[src/rtl/pipe_sequencer.sv]
// pipe_sequencer: central pipeline controller for the 5-stage MIPS core.
// Sequences the post-reset drain, hazard stalls, taken-branch flushes and
// multi-cycle mul/div waits. It also keeps stall/flush performance counters
// and a watchdog that traps a hazard stall that never clears.
module pipe_sequencer #(
  parameter int INIT_CYCLES = 4,
  parameter int MAX_STALL   = 64,
  parameter int CNT_W       = 16
) (
  input  logic             clk,
  input  logic             reset,
  input  logic             stall,
  input  logic             branch_taken,
  input  logic             md_start,
  input  logic             md_done,
  output logic             pc_we,
  output logic             ifid_we,
  output logic             ifid_flush,
  output logic             idex_we,
  output logic             idex_flush,
  output logic             exmem_flush,
  output logic             ready,
  output logic             timeout,
  output logic [CNT_W-1:0] stall_cnt,
  output logic [CNT_W-1:0] flush_cnt
);

  // The hazard-run counter only has to reach MAX_STALL-1.
  localparam int HR_W = (MAX_STALL > 2) ? $clog2(MAX_STALL) : 1;

  localparam logic [3:0]      INIT_LAST = 4'(INIT_CYCLES - 1);
  localparam logic [HR_W-1:0] HR_LAST   = HR_W'(MAX_STALL - 1);
  localparam logic [HR_W-1:0] HR_ONE    = HR_W'(1);
  localparam logic [CNT_W-1:0] CNT_ONE  = CNT_W'(1);
  localparam logic [CNT_W-1:0] CNT_MAX  = {CNT_W{1'b1}};

  typedef enum logic [1:0] {
    ST_INIT,
    ST_RUN,
    ST_MD_WAIT,
    ST_TIMEOUT
  } state_t;

  state_t          state;
  state_t          state_nxt;
  logic [3:0]      init_cnt;
  logic [3:0]      init_cnt_nxt;
  logic [HR_W-1:0] hazard_run;
  logic [HR_W-1:0] hazard_run_nxt;
  logic            flush_evt;
  logic            stall_evt;
  logic            md_issue;

  // A mul/div op holds the front end only when its result is not ready in the same cycle.
  assign md_issue = md_start && !md_done;

  // A stall cycle is any cycle in which RUN or MD_WAIT holds the PC.
  assign stall_evt = ((state == ST_RUN) || (state == ST_MD_WAIT)) && !pc_we;

  // State, drain counter and hazard-run counter registers.
  always_ff @(posedge clk or posedge reset) begin
    if (reset) begin
      state      <= ST_INIT;
      init_cnt   <= 4'd0;
      hazard_run <= '0;
    end else begin
      state      <= state_nxt;
      init_cnt   <= init_cnt_nxt;
      hazard_run <= hazard_run_nxt;
    end
  end

  // Next-state logic and same-cycle pipeline control outputs.
  always_comb begin
    state_nxt      = state;
    init_cnt_nxt   = init_cnt;
    hazard_run_nxt = hazard_run;
    flush_evt      = 1'b0;
    pc_we          = 1'b1;
    ifid_we        = 1'b1;
    idex_we        = 1'b1;
    ifid_flush     = 1'b0;
    idex_flush     = 1'b0;
    exmem_flush    = 1'b0;
    ready          = 1'b0;

    unique case (state)
      ST_INIT: begin
        pc_we        = 1'b0;
        ifid_flush   = 1'b1;
        idex_flush   = 1'b1;
        exmem_flush  = 1'b1;
        init_cnt_nxt = init_cnt + 4'd1;
        if (init_cnt == INIT_LAST) begin
          state_nxt = ST_RUN;
        end
      end

      ST_RUN: begin
        ready = 1'b1;
        if (md_issue) begin
          pc_we          = 1'b0;
          ifid_we        = 1'b0;
          idex_we        = 1'b0;
          exmem_flush    = 1'b1;
          hazard_run_nxt = '0;
          state_nxt      = ST_MD_WAIT;
        end else if (branch_taken) begin
          ifid_flush     = 1'b1;
          idex_flush     = 1'b1;
          flush_evt      = 1'b1;
          hazard_run_nxt = '0;
        end else if (!stall) begin
          pc_we      = 1'b0;
          ifid_we    = 1'b0;
          idex_flush = 1'b1;
          if (hazard_run == HR_LAST) begin
            state_nxt = ST_TIMEOUT;
          end else begin
            hazard_run_nxt = hazard_run + HR_ONE;
          end
        end else begin
          hazard_run_nxt = '0;
        end
      end

      ST_MD_WAIT: begin
        if (!md_done) begin
          pc_we       = 1'b0;
          ifid_we     = 1'b0;
          idex_we     = 1'b0;
          exmem_flush = 1'b1;
        end else begin
          state_nxt = ST_RUN;
        end
      end

      ST_TIMEOUT: begin
        pc_we   = 1'b0;
        ifid_we = 1'b0;
        idex_we = 1'b0;
      end

      default: begin
        state_nxt = ST_INIT;
      end
    endcase
  end

  // Sticky deadlock flag, raised together with the entry into TIMEOUT.
  always_ff @(posedge clk or posedge reset) begin
    if (reset) begin
      timeout <= 1'b0;
    end else if (state_nxt == ST_TIMEOUT) begin
      timeout <= 1'b1;
    end
  end

  // Saturating performance counters for stall cycles and branch flushes.
  always_ff @(posedge clk or posedge reset) begin
    if (reset) begin
      stall_cnt <= '0;
      flush_cnt <= '0;
    end else begin
      if (stall_evt && (stall_cnt != CNT_MAX)) begin
        stall_cnt <= stall_cnt + CNT_ONE;
      end
      if (flush_evt && (flush_cnt != CNT_MAX)) begin
        flush_cnt <= flush_cnt + CNT_ONE;
      end
    end
  end

endmodule

[config.mk]
export PLATFORM = sky130hd
export DESIGN_NAME = pipe_sequencer
export DESIGN_NICKNAME = d
export VERILOG_FILES = /design/src/rtl/pipe_sequencer.sv
export SDC_FILE = /design/constraint.sdc
export NUM_CORES = 1
export LEC_CHECK = 0
export ABC_AREA = 0
export CORE_MARGIN = 2
export CORE_UTILIZATION = 25
export CTS_BUF_LIST = sky130_fd_sc_hd__clkbuf_2
export CTS_CLUSTER_SIZE = 16
export DETAILED_ROUTE_END_ITERATION = 12
export SLEW_MARGIN = 20
export SYNTH_ARGS = -nofsm -noshare
export SYNTH_HDL_FRONTEND = slang
export SYNTH_SLANG_ARGS = --single-unit
[constraint.sdc]
create_clock -name clk -period 2 [get_ports clk]
set_input_delay 0.4 -clock clk [delete_from_list [all_inputs] [get_ports clk]]
set_output_delay 0.4 -clock clk [all_outputs]
set_load 0.1 [all_outputs]
---- Yosys cells after proc, flatten, opt, wreduce, memory -nomap -nowiden ----
Cells that the tools add are included.
cells by class
  $add $sub $neg .......................... 4
  equality and inequality tests ........... 9
  muxes and demuxes ....................... 31
  reductions and logical operators ........ 10
operators by type and width
  kind                                                             number
  16-bit by 1-bit adder with 16-bit output, second input constant  2
  16-bit inequality test, second input constant                    2
  6-bit 2-to-1 mux                                                 4
  1-bit 2-to-1 mux                                                 14
  2-bit 2-to-1 mux                                                 6
  1-bit one-hot mux with 3 select lines                            4
  6-bit by 1-bit adder with 6-bit output, second input constant    1
  2-bit == test, second input constant                             3
  6-bit == test, second input constant                             1
  2-bit one-hot mux with 3 select lines                            1
  4-bit by 1-bit adder with 4-bit output, second input constant    1
  4-bit by 2-bit == test with 1-bit output, second input constant  1
  1-bit logical AND                                                4
  4-bit inequality test, second input constant                     1
  1-bit one-hot mux with 2 select lines                            2
  2-bit by 1-bit == test with 1-bit output, second input constant  1
  1-bit logical NOT                                                2
  2-bit logical NOT                                                1
  2-bit AND reduction                                              1
  2-bit OR reduction                                               1
  1-bit logical OR                                                 1
word-level totals
  bits in registers ....................... 45
  output and inout bits ................... 40

---- Logic depth before layout (Yosys ltp) ----
Gate-level depths: netlist (run 1).
  depth in word-level cells ............... 7
  gate-level depth with buffers ........... 8

---- Least setup slack after synthesis (run 1) ----
Ideal clock, no wire load.
  path type ............................... reg2out
  start point ............................. register state[1]
  end point ............................... output idex_flush
  arrival time ............................ 3.420 ns
  data required time ...................... 1.600 ns
  slack ................................... -1.820 ns
  stages on the path, launching flop included .. 7
  buffers on the path ..................... 1
  cell sequence ........................... dfrtp_1 > inv_1 > ha_1 > clkbuf_1 > nand3_1 > nand2b_1 > o21bai_1
on the way
  longest elaborated chain between the ends .. 2
RTL lines
  item                                                                                  RTL line  text
  start, declared                                                                       44        state_t state;
  start signal, assigned                                                                67        state <= state_nxt;
  2-bit by 1-bit == test with 1-bit output / 2-bit logical NOT (equally long branches)  87        unique case (state)
  1-bit one-hot mux with 2 select lines (*)                                             87
  end, declared                                                                         20        output logic idex_flush,
Mark *: on every way between the ends. The rest lies on a longest branch, timed or not.

---- Final worst setup path (run 1) ----
Same ends and word-level chain as after synthesis.

==> impl_metrics.env, run 1 <==
export IMPL_outcome="complete, but fails checks"
export IMPL_violations="setup timing"
export IMPL_fin_nets=336
export IMPL_syn_inst=233
export IMPL_synth_net_count=248
export IMPL_vias=2062
export IMPL_max_vdd_ir_drop_mv=1.21
export IMPL_r2r_cells=8
export IMPL_finalWorstSetupSlack_ns=-0.154
export IMPL_fin_util_pct=39.7
export IMPL_p_per_area_nw_per_um2=1470
export IMPL_synthArstFlopShare_pct=100
export IMPL_cp_end_kind="output pin"
export IMPL_wl_met1_um=2750
export IMPL_worstSetupPathType="flop to output pin"
export IMPL_slew_headroom_pct=53.4
export IMPL_synth_top_area_share_pct=46.8
export IMPL_die_area_um2=10400
export IMPL_r2r_start="state[1]"
export IMPL_instances_no_fill=451
export IMPL_yosys_area_top_type="dfrtp_1"
export IMPL_finalMaxSlewViolations=0
export IMPL_grt_ovfl_total=0
export IMPL_io_buffer_count=45
export IMPL_yosys_warnings=0
export IMPL_drc=0
export IMPL_firstDrtPassIters=4
export IMPL_cp_start_kind="flop"
export IMPL_cts_num_sinks=45
export IMPL_place_congestion=0.808
export IMPL_worstSetupStartpoint="state[1]"
export IMPL_track_usage_pct=11.3
export IMPL_die_w_um=102
export IMPL_clockRootBuffer="clkbuf_2"
export IMPL_synth_area_leaders="dfrtp_1, xnor2_1, xor2_1"
export IMPL_postRouteWirelength_um=5780
export IMPL_cp_max_fo=7
export IMPL_io_pins=46
export IMPL_drt_initial_drc_count=48
export IMPL_grt_max_degree=30
export IMPL_synth_cell_area_um2=2410
export IMPL_ant_nets=0
export IMPL_cts_buffers=5
export IMPL_top_layer="met4"
export IMPL_max_freq_ghz=0.464
export IMPL_vias_per_cell=4.57
export IMPL_grt_pass1_wl_um=9450
export IMPL_hold_viol_final=0
export IMPL_max_cap_violations=0
export IMPL_met3_length_um=255
export IMPL_clk_pin_slew_ns=0.24
export IMPL_dp_slack_ns=-0.224
export IMPL_synth_cell_types=43
export IMPL_yosys_top_cells_count="dfrtp_1, nand2_1, xnor2_1, xor2_1, nor2_1"
export IMPL_cts_tree="built"
export IMPL_grt_pass1_vias=2006
export IMPL_r2r_setup_slack_ns=-0.01
export IMPL_cp_arrival_ns=1.75
export IMPL_antenna_found_initial=0
export IMPL_setup_viol=7
export IMPL_critPathRequiredTime_ns=1.60
export IMPL_clock_latency_ns=0.41
export IMPL_fp_coreArea_um2=9280
export IMPL_dp_cells=428
export IMPL_cts_htree_levels=2
export IMPL_worst_slew_pin_slew_ns=0.694
export IMPL_r2r_end="stall_cnt[14]"
export IMPL_drive_gt1_share_pct=48.1
export IMPL_rows=35
export IMPL_dp_hpwl_um=4150
export IMPL_rsz0062_at_grt="yes"
export IMPL_finalWorstPathRequiredPeriod_ns=2.15
export IMPL_skew_ns=0.0204
export IMPL_wl_per_cell_um=12.8
export IMPL_holdCritPathClass="input pin to async pin"
export IMPL_met2_wirelength_um=2720
export IMPL_p_leak_nw=1.55
export IMPL_ys_flop_type="dfrtp_1"
export IMPL_timing_final_crit_share_pct=108
export IMPL_yosysMostFrequentCell="dfrtp_1"
export IMPL_antenna_cells=0
export IMPL_seq_area_frac_synth_pct=46.8
export IMPL_synth_edf_count=0
export IMPL_ctsLongestPathBuffers=2
export IMPL_start_util_pct=25.9
export IMPL_avgSynthCellArea_um2=10.3
export IMPL_die_y_um=102
export IMPL_area_growth_pct=53.1
export IMPL_ys_seq_elements=45
## flip-flops by register name, summed over array words and instances, names as in the netlist
signal and count:
init_cnt 4, state 2, stall_cnt 16, hazard_run 6, timeout 1, flush_cnt 16
## stage by stage
step	TNS (ns)	power [W]	hold slack, ns	area [um^2]
2_1_floorplan	-1.38	0.00373	0.446	2560
5_1_grt	-1.82	0.00572	0.289	3680
3_5_place_dp	-3.11	0.00475	0.466	3410
4_1_cts	-1.17	0.00533	0.267	3580
3_3_place_gp	-2.74	0.00472	0.467	3410
6_report	-0.795	0.00543	0.273	3680
## area by class of cell
| cell class | count | area (um^2) |
|---|---|---|
| clock buffer | 6 | 30.0 |
| clock inverter | 2 | 10.0 |
| fill | 957 | 5600 |
| inverter | 10 | 40.0 |
| multi-input combinational | 175 | 1410 |
| sequential | 45 | 1170 |
| tap | 129 | 161 |
| timing repair buffer | 84 | 858 |
## worst max-delay path, stage by stage, from the launching register on
cell	delay, ns
dfrtp_1	0.47
inv_2	0.09
buf_6	0.13
ha_4	0.18
nand2b_4	0.15
o21bai_4	0.18
buf_12	0.17
## power breakdown
group | total, W | switching (W) | internal (W)
sequential | 0.00135 | 0.000197 | 0.00115
clock | 0.000380 | 0.000292 | 0.0000880
combinational | 0.00371 | 0.00235 | 0.00136
total | 0.00543 | 0.00284 | 0.00260
## kinds of logic (layout without fill, tap and decap cells)
logic type | Yosys count | count (layout) | share of synthesized area (%)
AND/OR/NAND/NOR | 99 | 99 | 23.9
adder cells (fa/ha/maj) | 9 | 9 | 4.68
multiplexers | 2 | 2 | 0.936
XOR/XNOR | 33 | 33 | 12.0
flip-flops | 45 | 45 | 46.8
buffers and inverters | 14 | 102 | 2.50
AO/OA/AOI/OAI | 31 | 32 | 9.15
## worst max path at each step
stage / end / slack [ns]
after floorplan: idex_flush / -0.17
after global placement: stall_cnt[14] / -0.18
after detailed placement: stall_cnt[14] / -0.22
after CTS: exmem_flush / -0.21
after global routing: ifid_we / -0.25
final: idex_flush / -0.15
## timing repair
action / in CTS / in global routing
setup endpoints to repair: 8 / 22
buffers inserted: 9 / 5
pin swaps: 6 / 7
cloned: 0 / 1
gates resized for setup: 16 / 10
hold buffers: 0 / 0
## metal layers
metal	track usage (%)	vias to the layer above
li1	-	1003
met1	15.5	1014
met2	18.2	38
met3	2.39	7
met4	3.08	0
met5	0	-
## placed cells by master (no fill, tap or decap), types with 7 or more instances in the layout
cell type / instances
nand3_1: 13
xnor2_1: 17
buf_4: 59
dfrtp_2: 24
nand4_1: 11
dfrtp_1: 17
inv_1: 7
xor2_1: 16
buf_12: 16
nor2_1: 12
nand2_1: 24
(Power assumes the default switching activity.)
==> run 2, diff against run 1 <==
--- a/config.mk
+++ b/config.mk
@@ -11,6 +11,7 @@
 export CTS_BUF_LIST = sky130_fd_sc_hd__clkbuf_2
 export CTS_CLUSTER_SIZE = 16
 export DETAILED_ROUTE_END_ITERATION = 12
+export SETUP_SLACK_MARGIN = 0.5
 export SLEW_MARGIN = 20
 export SYNTH_ARGS = -nofsm -noshare
 export SYNTH_HDL_FRONTEND = slang
==> run 2 against run 1 <==
Compared with the run above:
- the run still ends with setup timing left
- die area stayed put
- sequential power is 5% higher
- flip-flop and latch count stayed put
- largest power group unchanged
- hold slack better by 0.012 ns
- first-iteration DRC count is 130% higher
==> impl_metrics.env, run 2 (synthesis results as in run 1) <==
export IMPL_path_cells="buf_6, ha_4, nand3b_1, o211ai_4, buf_6, buf_12"
export IMPL_p_comb_share_pct=72.4
export IMPL_fin_nets=379
export IMPL_p_int_w=0.00336
export IMPL_grt_pass1_wl_um=11700
export IMPL_cp_num_buf_inv=3
export IMPL_p_per_area_nw_per_um2=1380
export IMPL_die_w_um=102
export IMPL_r2r_end="stall_cnt[5]"
export IMPL_antenna_cells=0
export IMPL_clk_pin_slew_ns=0.25
export IMPL_cts_num_sinks=45
export IMPL_dp_cells=426
export IMPL_r2r_cells=10
export IMPL_layout_common_cells="buf_4, buf_12, buf_6"
export IMPL_io_pins=46
export IMPL_cp_max_fo=3
export IMPL_drt_initial_drc_count=109
export IMPL_cp_start_kind="flop"
export IMPL_track_usage_pct=13.9
export IMPL_grt_pass1_vias=2408
export IMPL_die_area_um2=10400
export IMPL_postRouteWirelength_um=7110
export IMPL_grt_ovfl_total=0
export IMPL_drive_gt1_share_pct=65.8
export IMPL_skew_ns=0.0269
export IMPL_drc=0
export IMPL_finalMaxSlewViolations=0
export IMPL_clock_latency_ns=0.41
export IMPL_rsz0062_at_grt="yes"
export IMPL_critPathRequiredTime_ns=1.60
export IMPL_holdCritPathClass="input pin to async pin"
export IMPL_finalWorstPathRequiredPeriod_ns=2.18
export IMPL_regArea_um2=1200
export IMPL_setup_viol=18
export IMPL_n_fill_cell=833
export IMPL_slowest_stage="dfrtp_1"
export IMPL_fp_coreArea_um2=9280
export IMPL_start_util_pct=25.9
export IMPL_ctsHoldBuffers=0
export IMPL_grt_max_degree=46
export IMPL_worstSetupPathType="flop to output pin"
export IMPL_critPathMaxStageDelay_ns=0.47
export IMPL_max_vdd_ir_drop_mv=1.32
export IMPL_power_switching_w=0.00321
export IMPL_timing_final_crit_share_pct=109
export IMPL_slew_headroom_pct=71.1
export IMPL_max_freq_ghz=0.459
export IMPL_r2r_start="state[1]"
export IMPL_io_buffer_count=45
export IMPL_r2r_setup_slack_ns=-0.10
export IMPL_switching_share_pct=48.9
export IMPL_place_congestion=0.826
export IMPL_ctsLongestPathBuffers=2
export IMPL_final_common_cell="buf_4"
export IMPL_firstDrtPassIters=4
export IMPL_hold_viol_final=0
export IMPL_p_clk_share_pct=6.0
export IMPL_die_y_um=102
export IMPL_finalWorstSetupSlack_ns=-0.179
export IMPL_dp_slack_ns=-0.244
export IMPL_crit_top_cell="buf_6"
export IMPL_cp_arrival_ns=1.78
export IMPL_antenna_found_initial=0
export IMPL_cts_tree="built"
export IMPL_p_leak_nw=2.05
export IMPL_cts_buffers=5
export IMPL_max_cap_violations=0
export IMPL_worst_slew_pin_slew_ns=0.433
export IMPL_place_area_um2=3450
export IMPL_wl_per_cell_um=14.4
export IMPL_ant_nets=0
export IMPL_fin_area_um2=4770
export IMPL_vias_per_cell=4.55
export IMPL_cp_end_kind="output pin"
export IMPL_multi_input_area_um2=1700
export IMPL_instances_no_fill=494
export IMPL_dp_hpwl_um=4250
export IMPL_area_growth_pct=98.4
export IMPL_vias=2247
export IMPL_rows=35
export IMPL_outcome="complete, but fails checks"
export IMPL_cpLargestDelayFamily="flip-flops"
export IMPL_p_seq_share_pct=21.6
export IMPL_cts_htree_levels=2
export IMPL_clockRootBuffer="clkbuf_2"
export IMPL_top_regs="flush_cnt x16, stall_cnt x16, hazard_run x6"
export IMPL_violations="setup timing"
## run 2: repair_timing
| item | 4_1_cts | 5_1_grt |
|---|---|---|
| resized for setup | 148 | 43 |
| gates cloned | 0 | 0 |
| setup buffers | 42 | 18 |
| setup endpoints to repair | 77 | 83 |
| hold endpoints to repair | 0 | 0 |
| pin swaps | 38 | 27 |
## run 2: power by group through the flow
stage	clock network (W)	registers (W)	logic, W
3_5_place_dp	0	0.00143	0.00337
2_1_floorplan	0	0.00229	0.00148
4_1_cts	0.000412	0.00140	0.00443
3_3_place_gp	0	0.00142	0.00333
6_report	0.000394	0.00142	0.00476
5_1_grt	0.000470	0.00145	0.00500
## run 2: worst register-to-register path: cells and delay by family, from the launching register on
family,cells,cell delay (ns)
buffers and inverters,4,0.54
AND/OR/NAND/NOR,2,0.28
XOR/XNOR,1,0.17
adder cells (fa/ha/maj),1,0.15
AO/OA/AOI/OAI,2,0.40
flip-flops,1,0.50
## run 2: cell type report
| cell class | count | area share (%) |
|---|---|---|
| Multi-Input combinational cell | 174 | 35.5 |
| Timing Repair Buffer | 128 | 34.3 |
| Sequential cell | 45 | 25.1 |
| Tap cell | 129 | 3.38 |
| Inverter | 10 | 0.839 |
| Clock buffer | 6 | 0.629 |
| Clock inverter | 2 | 0.210 |
## run 2: metrics by stage
| stage | util (%) | total power, W | hold slack, ns | TNS (ns) |
|---|---|---|---|---|
| after floorplan | - | 0.00377 | 0.446 | -1.38 |
| after global placement | 37.2 | 0.00475 | 0.451 | -2.92 |
| after detailed placement | 37.2 | 0.00480 | 0.455 | -4.35 |
| after CTS | 48.0 | 0.00625 | 0.269 | -0.923 |
| after global routing | 51.4 | 0.00692 | 0.243 | -3.69 |
| final | 51.4 | 0.00658 | 0.285 | -1.44 |
## run 2: metal layers
| layer | track usage (%) | vias to the layer above | routed length [um] |
|---|---|---|---|
| li1 | - | 1088 | - |
| met5 | 0 | - | 0 |
| met1 | 17.5 | 1116 | 3020 |
| met3 | 3.49 | 4 | 252 |
| met4 | 2.97 | 0 | 23 |
| met2 | 24.1 | 39 | 3810 |
## run 2: how the worst max path moves through the flow
stage | startpoint | endpoint | slack (ns) | cells past startpoint
after CTS | state[0] | pc_we | -0.18 | 6
after global routing | state[0] | pc_we | -0.31 | 6
final | state[0] | pc_we | -0.18 | 6
after detailed placement | branch_taken | stall_cnt[12] | -0.24 | 7
after floorplan | state[1] | idex_flush | -0.17 | 6
after global placement | md_done | idex_flush | -0.18 | 6
